--- src/rtl/hdmi_pkg.sv ---
// Shared constants for the HDMI raster generator: 720p default timing, coordinate width,
// controller state encoding and the colour-bar palette.
package hdmi_pkg;

   localparam int unsigned CoordW = 12;

   localparam int unsigned DefHActive    = 1280;
   localparam int unsigned DefHFp        = 110;
   localparam int unsigned DefHSync      = 40;
   localparam int unsigned DefHBp        = 220;
   localparam int unsigned DefVActive    = 720;
   localparam int unsigned DefVFp        = 5;
   localparam int unsigned DefVSync      = 5;
   localparam int unsigned DefVBp        = 20;
   localparam int unsigned DefLockSettle = 1024;

   typedef enum logic [1:0] {
      StWaitLock,
      StSettle,
      StRun
   } state_e;

   localparam logic [23:0] BarWhite   = 24'hFFFFFF;
   localparam logic [23:0] BarYellow  = 24'hFFFF00;
   localparam logic [23:0] BarCyan    = 24'h00FFFF;
   localparam logic [23:0] BarGreen   = 24'h00FF00;
   localparam logic [23:0] BarMagenta = 24'hFF00FF;
   localparam logic [23:0] BarRed     = 24'hFF0000;
   localparam logic [23:0] BarBlue    = 24'h0000FF;
   localparam logic [23:0] BarBlack   = 24'h000000;

   function automatic logic [23:0] bar_colour(input logic [2:0] idx);
      logic [23:0] c;
      unique case (idx)
         3'd0: c = BarWhite;
         3'd1: c = BarYellow;
         3'd2: c = BarCyan;
         3'd3: c = BarGreen;
         3'd4: c = BarMagenta;
         3'd5: c = BarRed;
         3'd6: c = BarBlue;
         3'd7: c = BarBlack;
         default: c = BarBlack;
      endcase
      return c;
   endfunction

endpackage

--- src/rtl/sync_2ff.sv ---
// Generic two-flop synchronizer for a single asynchronous level signal.
module sync_2ff (
   input  logic clk,
   input  logic reset,
   input  logic d,
   output logic q
);

   logic meta_q;

   always_ff @(posedge clk) begin
      if (reset) begin
         meta_q <= 1'b0;
         q      <= 1'b0;
      end else begin
         meta_q <= d;
         q      <= meta_q;
      end
   end

endmodule

--- src/rtl/hdmi_video_timing.sv ---
// HDMI raster timing generator gated by a settled PLL lock.
// Define HDMI_TEST_PATTERN_EN to add the rgb colour-bar output.
module hdmi_video_timing
   import hdmi_pkg::*;
#(
   parameter int unsigned H_ACTIVE    = DefHActive,
   parameter int unsigned H_FP        = DefHFp,
   parameter int unsigned H_SYNC      = DefHSync,
   parameter int unsigned H_BP        = DefHBp,
   parameter int unsigned V_ACTIVE    = DefVActive,
   parameter int unsigned V_FP        = DefVFp,
   parameter int unsigned V_SYNC      = DefVSync,
   parameter int unsigned V_BP        = DefVBp,
   parameter bit          HS_POL      = 1'b1,
   parameter bit          VS_POL      = 1'b1,
   parameter int unsigned LOCK_SETTLE = DefLockSettle
) (
   input  logic              clk,
   input  logic              reset,
   input  logic              pll_lock,
   output logic              hsync,
   output logic              vsync,
   output logic              de,
   output logic [CoordW-1:0] x,
   output logic [CoordW-1:0] y,
   output logic              frame_start,
   output logic              running
`ifdef HDMI_TEST_PATTERN_EN
   ,
   output logic [23:0]       rgb
`endif
);

   localparam logic [CoordW-1:0] HLast    = CoordW'(H_ACTIVE + H_FP + H_SYNC + H_BP - 1);
   localparam logic [CoordW-1:0] VLast    = CoordW'(V_ACTIVE + V_FP + V_SYNC + V_BP - 1);
   localparam logic [CoordW-1:0] HAct     = CoordW'(H_ACTIVE);
   localparam logic [CoordW-1:0] VAct     = CoordW'(V_ACTIVE);
   localparam logic [CoordW-1:0] HsStart  = CoordW'(H_ACTIVE + H_FP);
   localparam logic [CoordW-1:0] HsEnd    = CoordW'(H_ACTIVE + H_FP + H_SYNC);
   localparam logic [CoordW-1:0] VsStart  = CoordW'(V_ACTIVE + V_FP);
   localparam logic [CoordW-1:0] VsEnd    = CoordW'(V_ACTIVE + V_FP + V_SYNC);
   localparam int unsigned       SettleW  = (LOCK_SETTLE > 1) ? $clog2(LOCK_SETTLE) : 1;
   localparam logic [SettleW-1:0] SettleLast = SettleW'(LOCK_SETTLE - 1);

   logic                lock_s;
   state_e              state_q, state_d;
   logic [SettleW-1:0]  settle_q, settle_d;
   logic [CoordW-1:0]   h_q, h_d, v_q, v_d;
   logic                advance, de_c, hs_c, vs_c, fs_c;
   logic [CoordW-1:0]   x_c, y_c;

   sync_2ff u_lock_sync (
      .clk   (clk),
      .reset (reset),
      .d     (pll_lock),
      .q     (lock_s)
   );

   always_comb begin
      state_d  = state_q;
      settle_d = settle_q;
      h_d      = '0;
      v_d      = '0;
      unique case (state_q)
         StWaitLock: begin
            if (lock_s) begin
               state_d  = StSettle;
               settle_d = '0;
            end
         end
         StSettle: begin
            if (!lock_s) begin
               state_d = StWaitLock;
            end else if (settle_q == SettleLast) begin
               state_d = StRun;
            end else begin
               settle_d = settle_q + 1'b1;
            end
         end
         StRun: begin
            if (!lock_s) begin
               state_d = StWaitLock;
            end else begin
               h_d = (h_q == HLast) ? '0 : h_q + 1'b1;
               v_d = v_q;
               if (h_q == HLast) begin
                  v_d = (v_q == VLast) ? '0 : v_q + 1'b1;
               end
            end
         end
         default: state_d = StWaitLock;
      endcase
   end

   always_ff @(posedge clk) begin
      if (reset) begin
         state_q  <= StWaitLock;
         settle_q <= '0;
         h_q      <= '0;
         v_q      <= '0;
      end else begin
         state_q  <= state_d;
         settle_q <= settle_d;
         h_q      <= h_d;
         v_q      <= v_d;
      end
   end

   // Decode only while counting; the lock_s term makes outputs drop with the state exit.
   always_comb begin
      advance = (state_q == StRun) && lock_s;
      de_c    = advance && (h_q < HAct) && (v_q < VAct);
      hs_c    = (advance && (h_q >= HsStart) && (h_q < HsEnd)) ? HS_POL : ~HS_POL;
      vs_c    = (advance && (v_q >= VsStart) && (v_q < VsEnd)) ? VS_POL : ~VS_POL;
      fs_c    = advance && (h_q == '0) && (v_q == '0);
      x_c     = x;
      y_c     = y;
      if (!advance) begin
         x_c = '0;
         y_c = '0;
      end else if (de_c) begin
         x_c = h_q;
         y_c = v_q;
      end
   end

   always_ff @(posedge clk) begin
      if (reset) begin
         hsync       <= ~HS_POL;
         vsync       <= ~VS_POL;
         de          <= 1'b0;
         frame_start <= 1'b0;
         x           <= '0;
         y           <= '0;
      end else begin
         hsync       <= hs_c;
         vsync       <= vs_c;
         de          <= de_c;
         frame_start <= fs_c;
         x           <= x_c;
         y           <= y_c;
      end
   end

   assign running = (state_q == StRun);

`ifdef HDMI_TEST_PATTERN_EN
   localparam int unsigned       BarPix = (H_ACTIVE >= 8) ? H_ACTIVE / 8 : 1;
   localparam logic [CoordW-1:0] BarWc  = CoordW'(BarPix);

   logic [CoordW-1:0] bar_sel;
   logic [2:0]        bar_idx;

   always_comb begin
      bar_sel = h_q / BarWc;
      // Leftover columns when H_ACTIVE is not a multiple of 8 stay in the last bar.
      bar_idx = (bar_sel > CoordW'(7)) ? 3'd7 : bar_sel[2:0];
   end

   always_ff @(posedge clk) begin
      if (reset) begin
         rgb <= '0;
      end else begin
         rgb <= de_c ? bar_colour(bar_idx) : 24'h000000;
      end
   end
`endif

endmodule

--- config.mk ---
export PLATFORM = sky130hd
export DESIGN_NAME = hdmi_video_timing
export DESIGN_NICKNAME = d
export VERILOG_FILES = /design/src/rtl/hdmi_pkg.sv /design/src/rtl/sync_2ff.sv /design/src/rtl/hdmi_video_timing.sv
export SDC_FILE = /design/constraint.sdc
export NUM_CORES = 1
export LEC_CHECK = 0
export ABC_CLOCK_PERIOD_IN_PS = 2700
export CAP_MARGIN = 20
export CORE_UTILIZATION = 35
export CTS_CLUSTER_DIAMETER = 60
export DETAILED_ROUTE_END_ITERATION = 8
export GPL_ROUTABILITY_DRIVEN = 1
export GPL_TIMING_DRIVEN = 0
export PLACE_DENSITY_LB_ADDON = 0.15
export REMOVE_ABC_BUFFERS = 1
export SLEW_MARGIN = 20
export SYNTH_ARGS = -nofsm -noshare
export SYNTH_HDL_FRONTEND = slang
export SYNTH_SLANG_ARGS = --single-unit
--- constraint.sdc ---
create_clock -name clk -period 2.7 [get_ports clk]
set_clock_uncertainty 0.15 [all_clocks]
set_input_delay 0.54 -clock clk [delete_from_list [all_inputs] [get_ports clk]]
set_output_delay 0.54 -clock clk [all_outputs]
set_load 0.01 [all_outputs]
==> results.md, run 1 <==
- Status: finished clean
- First-pass GRT wire length: ~12,000 um
- CP Max Fanout: 8
- Die area: 9010 sq um
- Fill count: approximately 840
- Main synth FF type: dfxtp_1
- PwrDens: 515 nW/um^2
- Layout area overhead: 19.1%
- Ant. Diodes: 0
- Post-synthesis sequential area ratio: 0.437
- Initial DRC Count: 103
- Synthesis warning total: 0
- Layout cells sized above 1: 0.0617
- Number of iterations in the first detailed-routing pass: 4
- Total of max-cap violations: 0
- CP startpoint kind: flip-flop
- TritonCTS buffer count: 9
- Num rows: 33
- Setup CP Type: reg -> reg
- Tightest Pin Transition: 0.714 ns
- Total power: 1.85 mW
- Final nets: 395
- Die W: 94.9 um
- # H-tree levels: 3
- Max_slew headroom: 0.520
- CTS Sinks: 66
- Highest-count cells in the layout ignoring fill and taps: dfxtp_1 (66), a21oi_1 (39), nand3_1 (35)
- CP endpoint kind: flip-flop
- CP max stage cell: or4_1
- Worst path required time: between 2 and 3 ns
- Vias per inst: 5.51
- Most frequent CP cell: or4_1
- Root buf cell: clkbuf_8
- Initial core utilization: 0.364
- Worst reg2reg setup slack: 0.15 ns
- Number of synthesized flops with an enable pin: 0
- Peak supply drop: 0.260 mV
- Post-synth ARST share: 0
- Final Hold Viols: 0
- CTS tree: done
- Final WL: 7760 um
- CP arrival: 2.67 ns
- Synth Instances: ~370
- I/O Pins: 32
- Largest net degree at the start of global routing: 26
- GPL Wtd Cong: 0.779
- Hold WS: 0.296 ns
- Yosys reg bits: 66
- Final worst setup slack: 0.155 ns
- Netlist cell types: 43
- Crit path from: h_q[2]
- Buf+Inv Stages, Crit Path: 0
- Final worst path period share: 0.943
- Avg Cell Area, Syn: just over 8 sq um
- Worst r2r src: h_q[2]
- Post-DP HPWL: between 4000 and 5000 um
- Cell chain of the critical path: or4_4 > or4_1 > or4_1 > a21oi_1
- Maximum clock insertion buffer count: 2
- Max-slew violations: 0
- Core box area: between 8000 and 9000 sq um
- Synthesized cell area: 3020 sq um
- Min-Delay Path Class: reg -> reg
- Leak: between 1 and 1.5 nW
- Commonest non-fill, non-tap cell in the layout: dfxtp_1
- DR vias: 2,722
- RSZ-0062 raised after global routing: no
- Register clock-pin slew on the reported worst setup and hold paths: ~0.080 ns
- Setup Buffers After CTS: 0
- GRT Overall Usage: 0.179
- Wire length per cell: 15.7 um
- Vias in the first global route: 2,563
- Die height: 94.9 um
- Endpoints failing setup: 0
- Crit-path leading delay family: simple AND/OR/NAND/NOR gates
- Final Critical Period: 2.55 ns
- # DRC: 0
- PortBufs: 31
- Final antenna-violating net count: 0
- Clock latency on the worst-skew pair: 0.34 ns
- Final global-route overflow total: 0
- Setup WS pre-CTS: -0.128 ns
- Antenna violations before repair: 0
- Hold Crit Start: u_lock_sync.meta_q
- CP max stage delay: 0.66 ns
- Max Freq: 0.393 GHz
==> what timing repair did <==
item / in CTS / in global routing
pin swaps: 0 / 1
resized for setup: 1 / 3
hold buffers: 0 / 0
endpoints found under the setup margin: 10 / 26
gates cloned: 0 / 2
==> report_power, final <==
group | total, mW | internal, mW | switching [mW]
clock network | 0.862 | 0.472 | 0.390
registers | 0.977 | 0.975 | 0.00213
logic | 0.0158 | 0.00645 | 0.00939
total | 1.85 | 1.45 | 0.402
==> per-layer routing <==
metal	global-route usage	wire length [um]	vias up
li1	-	-	1364
met1	0.229	3580	1309
met2	0.293	3800	38
met3	0.0314	246	11
met4	0.0795	130	0
met5	0	0	-
==> area by class of cell <==
| type | instances | area (sq um) | area share |
|---|---|---|---|
| flip-flops and latches | 66 | 1320 | 0.367 |
| clock inverters | 5 | 52.6 | 0.0146 |
| repair buffers | 33 | 325 | 0.0904 |
| clock buffers | 11 | 151 | 0.0421 |
| inverters | 9 | 33.8 | 0.00939 |
| multi-input cells | 265 | 1580 | 0.440 |
| well taps | 105 | 131 | 0.0365 |
==> state kept, by name, indices dropped and copies added (netlist names) <==
register,flops
v_q,12
settle_q,10
u_lock_sync.q,1
h_q,12
state_q,2
de,1
y,12
u_lock_sync.meta_q,1
vsync,1
frame_start,1
x,12
hsync,1
==> synth_stat cells, types with 7 or more instances <==
| library cell | n | area share |
|---|---|---|
| a21oi_1 | 39 | 0.065 |
| dfxtp_1 | 66 | 0.44 |
| o21ai_0 | 29 | 0.048 |
| nand3_1 | 35 | 0.058 |
| inv_1 | 9 | 0.011 |
| and3_1 | 9 | 0.019 |
| nor2_1 | 22 | 0.027 |
| or4_1 | 9 | 0.022 |
| nand2_1 | 21 | 0.026 |
| ha_1 | 8 | 0.033 |
| clkbuf_1 | 23 | 0.029 |
| or3_1 | 7 | 0.014 |
| nand4_1 | 10 | 0.021 |
| nor3_1 | 10 | 0.017 |
| xnor2_1 | 7 | 0.020 |
==> final timing paths <==
check | endpoint | cells past startpoint
setup / recovery | v_q[11] | 4
setup reg to reg | v_q[11] | 4
hold reg to reg | u_lock_sync.q | 1
hold / removal | u_lock_sync.q | 1
==> kinds of logic after synthesis <==
kind of cell | Yosys count | synth area share
AOI/OAI and AO/OA | 86 | 0.158
and+or+nand+nor | 155 | 0.282
xor gates and xnor gates | 13 | 0.0377
adders and majority gates | 8 | 0.0331
muxes | 1 | 0.00331
DFF | 66 | 0.437
buffers and inverters | 36 | 0.0484
==> per-stage QoR <==
step                      area (sq um)  cells  utilization  TNS [ns]
after floorplan                   2910    338            -         0
after global placement            3350    474        0.404    -0.643
after detailed placement          3370    476        0.406    -0.899
after CTS                         3570    492        0.431         0
after global routing              3600    494        0.434         0
final                             3600    494        0.434         0
Power figures use the tool's default switching activity.
==> inputs of run 2 (changes only) <==
--- a/config.mk
+++ b/config.mk
@@ -14,7 +14,9 @@
 export GPL_TIMING_DRIVEN = 0
 export PLACE_DENSITY_LB_ADDON = 0.15
 export REMOVE_ABC_BUFFERS = 1
+export SETUP_SLACK_MARGIN = 0.15
 export SLEW_MARGIN = 20
 export SYNTH_ARGS = -nofsm -noshare
 export SYNTH_HDL_FRONTEND = slang
 export SYNTH_SLANG_ARGS = --single-unit
+export TNS_END_PERCENT = 50
==> run 2 against run 1 <==
  * Clock power about the same
  * Design area grew 0.10%
  * Clock-buffer cell count is the same
  * Hold slack did not move
  * Critical path type unchanged
  * First-iteration DRC count did not move
  * Sequential share of layout area hardly changed
  * Global-route usage barely moved
==> results.md, run 2 (synthesis results as in run 1) <==
- Status: finished clean
- Area occupied by multi-input gates: 1590 sq um (+0.24%)
- Register clock-pin slew on the reported worst setup and hold paths: 0.08 ns (about the same)
- TritonCTS buffer count: 9 (unchanged)
- Max Freq: 0.399 GHz (+1.5%)
- First-pass GRT wire length: 12,400 um (about the same)
- Max-slew violations: 0 (unchanged)
- Final Critical Period: 2.51 ns (-0.0381 ns)
- Total power: 1.86 mW (about the same)
- RSZ-0062 raised after global routing: yes
- DR vias: 2,720 (-0.073%)
- Min-Delay Path Class: reg -> reg
- Fill count: 839 (-0.24%)
- Endpoints failing setup: 0 (unchanged)
- Leak: 1.10 nW (+0.15%)
- Final nets: 395 (unchanged)
- CP Max Fanout: 11 (+3)
- Commonest non-fill, non-tap cell in the layout: dfxtp_1
- Final WL: 7770 um (+0.14%)
- CP max stage cell: or4_4
- Highest-count cells in the layout ignoring fill and taps: dfxtp_1 (66), a21oi_1 (39), nand3_1 (35)
- Peak supply drop: 0.260 mV (+0.13%)
- Final worst path period share: 0.929 (-0.0141)
- Core box area: 8300 sq um (unchanged)
- Final antenna-violating net count: 0 (unchanged)
- Wire length per cell: 15.7 um (+0.14%)
- Ant. Diodes: 0 (unchanged)
- Antenna violations before repair: 0 (unchanged)
- Maximum clock insertion buffer count: 2 (unchanged)
- Num rows: 33 (unchanged)
- Crit-path leading delay family: simple AND/OR/NAND/NOR gates
- Reg area: 1320 sq um (unchanged)
- Root buf cell: clkbuf_8
- PwrDens: 515 nW/um^2 (about the same)
- # H-tree levels: 3 (unchanged)
- Max_slew headroom: 0.520 (about the same)
- GPL Wtd Cong: 0.779 (unchanged)
- Die height: 94.9 um (unchanged)
- Die W: 94.9 um (unchanged)
- CP max stage delay: 0.63 ns (-0.03 ns)
- Largest net degree at the start of global routing: 26 (unchanged)
- PortBufs: 31 (unchanged)
- Post-DP HPWL: 4840 um (unchanged)
- Vias per inst: 5.51 (about the same)
- Worst path required time: 2.83 ns (about the same)
- CTS tree: done
- I/O Pins: 32 (unchanged)
- Vias in the first global route: 2,563 (unchanged)
- CTS Sinks: 66 (unchanged)
- Final global-route overflow total: 0 (unchanged)
- Total of max-cap violations: 0 (unchanged)
- Final Hold Viols: 0 (unchanged)
- Cell chain of the critical path: or4_4 > or3_1 > or4_1 > a21oi_1
- TNS Setup: 0 ns (unchanged)
- CP startpoint kind: flip-flop
- Setup CP Type: reg -> reg
- Die area: 9010 sq um (unchanged)
- Layout cells sized above 1: 0.0643 (+0.00257)
- Clock latency on the worst-skew pair: 0.34 ns (about the same)
- Tightest Pin Transition: 0.714 ns (+0.000139 ns)
- CP endpoint kind: flip-flop
- Number of iterations in the first detailed-routing pass: 4 (unchanged)
- # DRC: 0 (unchanged)
- Layout area overhead: 19.2%
- Initial core utilization: 0.364 (unchanged)
- Initial DRC Count: 103 (unchanged)
- CP arrival: 2.64 ns (-0.03 ns)
- Worst reg2reg setup slack: 0.19 ns (+0.04 ns)
- Buf+Inv Stages, Crit Path: 0 (unchanged)
- GRT Overall Usage: 0.179 (about the same)
-- run 2: cell types whose count changed in the layout (fill, tap and decap cells not counted) --
| cell | previous run | this run |
|---|---|---|
| or4_1 | 8 | 7 |
| or4_4 | 1 | 2 |
-- run 2: cell type report --
cell class	instances	share of cell area
clock buffers	11	0.0420
inverters	9	0.00938
well taps	105	0.0365
repair buffers	33	0.0903
multi-input cells	265	0.440
clock inverters	5	0.0146
flip-flops and latches	66	0.367
-- run 2: power breakdown --
| part | total, mW | switching [mW] | internal, mW |
|---|---|---|---|
| logic | 0.0157 | 0.00928 | 0.00645 |
| registers | 0.977 | 0.00213 | 0.975 |
| clock network | 0.863 | 0.391 | 0.472 |
| total | 1.86 | 0.402 | 1.45 |
-- run 2: path summary, 6_finish.rpt --
path / depth (start not counted) / to / from
setup / recovery: 4 / v_q[8] / h_q[2]
hold reg to reg: 1 / u_lock_sync.q / u_lock_sync.meta_q
hold / removal: 1 / u_lock_sync.q / u_lock_sync.meta_q
setup reg to reg: 4 / v_q[8] / h_q[2]
-- run 2: stage by stage --
step                 util  area (sq um)  std cells  setup WS [ns]  hold WS, ns
detailed placement  0.406          3370        476         -0.128        0.284
global route        0.434          3600        494         0.0870        0.324
floorplan               -          2910        338          0.289        0.264
CTS                 0.431          3580        492          0.188        0.302
global placement    0.404          3350        474         -0.107        0.268
finish              0.434          3600        494          0.193        0.296
-- run 2: what timing repair did --
item	CTS	global route
hold endpoints to repair	0	0
hold buffers	0	0
endpoints found under the setup margin	10	36
pin swaps	0	1
resized for setup	3	2
buffers inserted	0	0
gates cloned	0	2
-- run 2: routing by layer --
layer	GRT usage	share of wire	wire length, um	up-vias
li1	-	-	-	1363
met1	0.228	0.46	3610	1309
met2	0.293	0.49	3820	37
met3	0.0314	0.027	212	11
met4	0.0795	0.016	128	0
met5	0	0	0	-
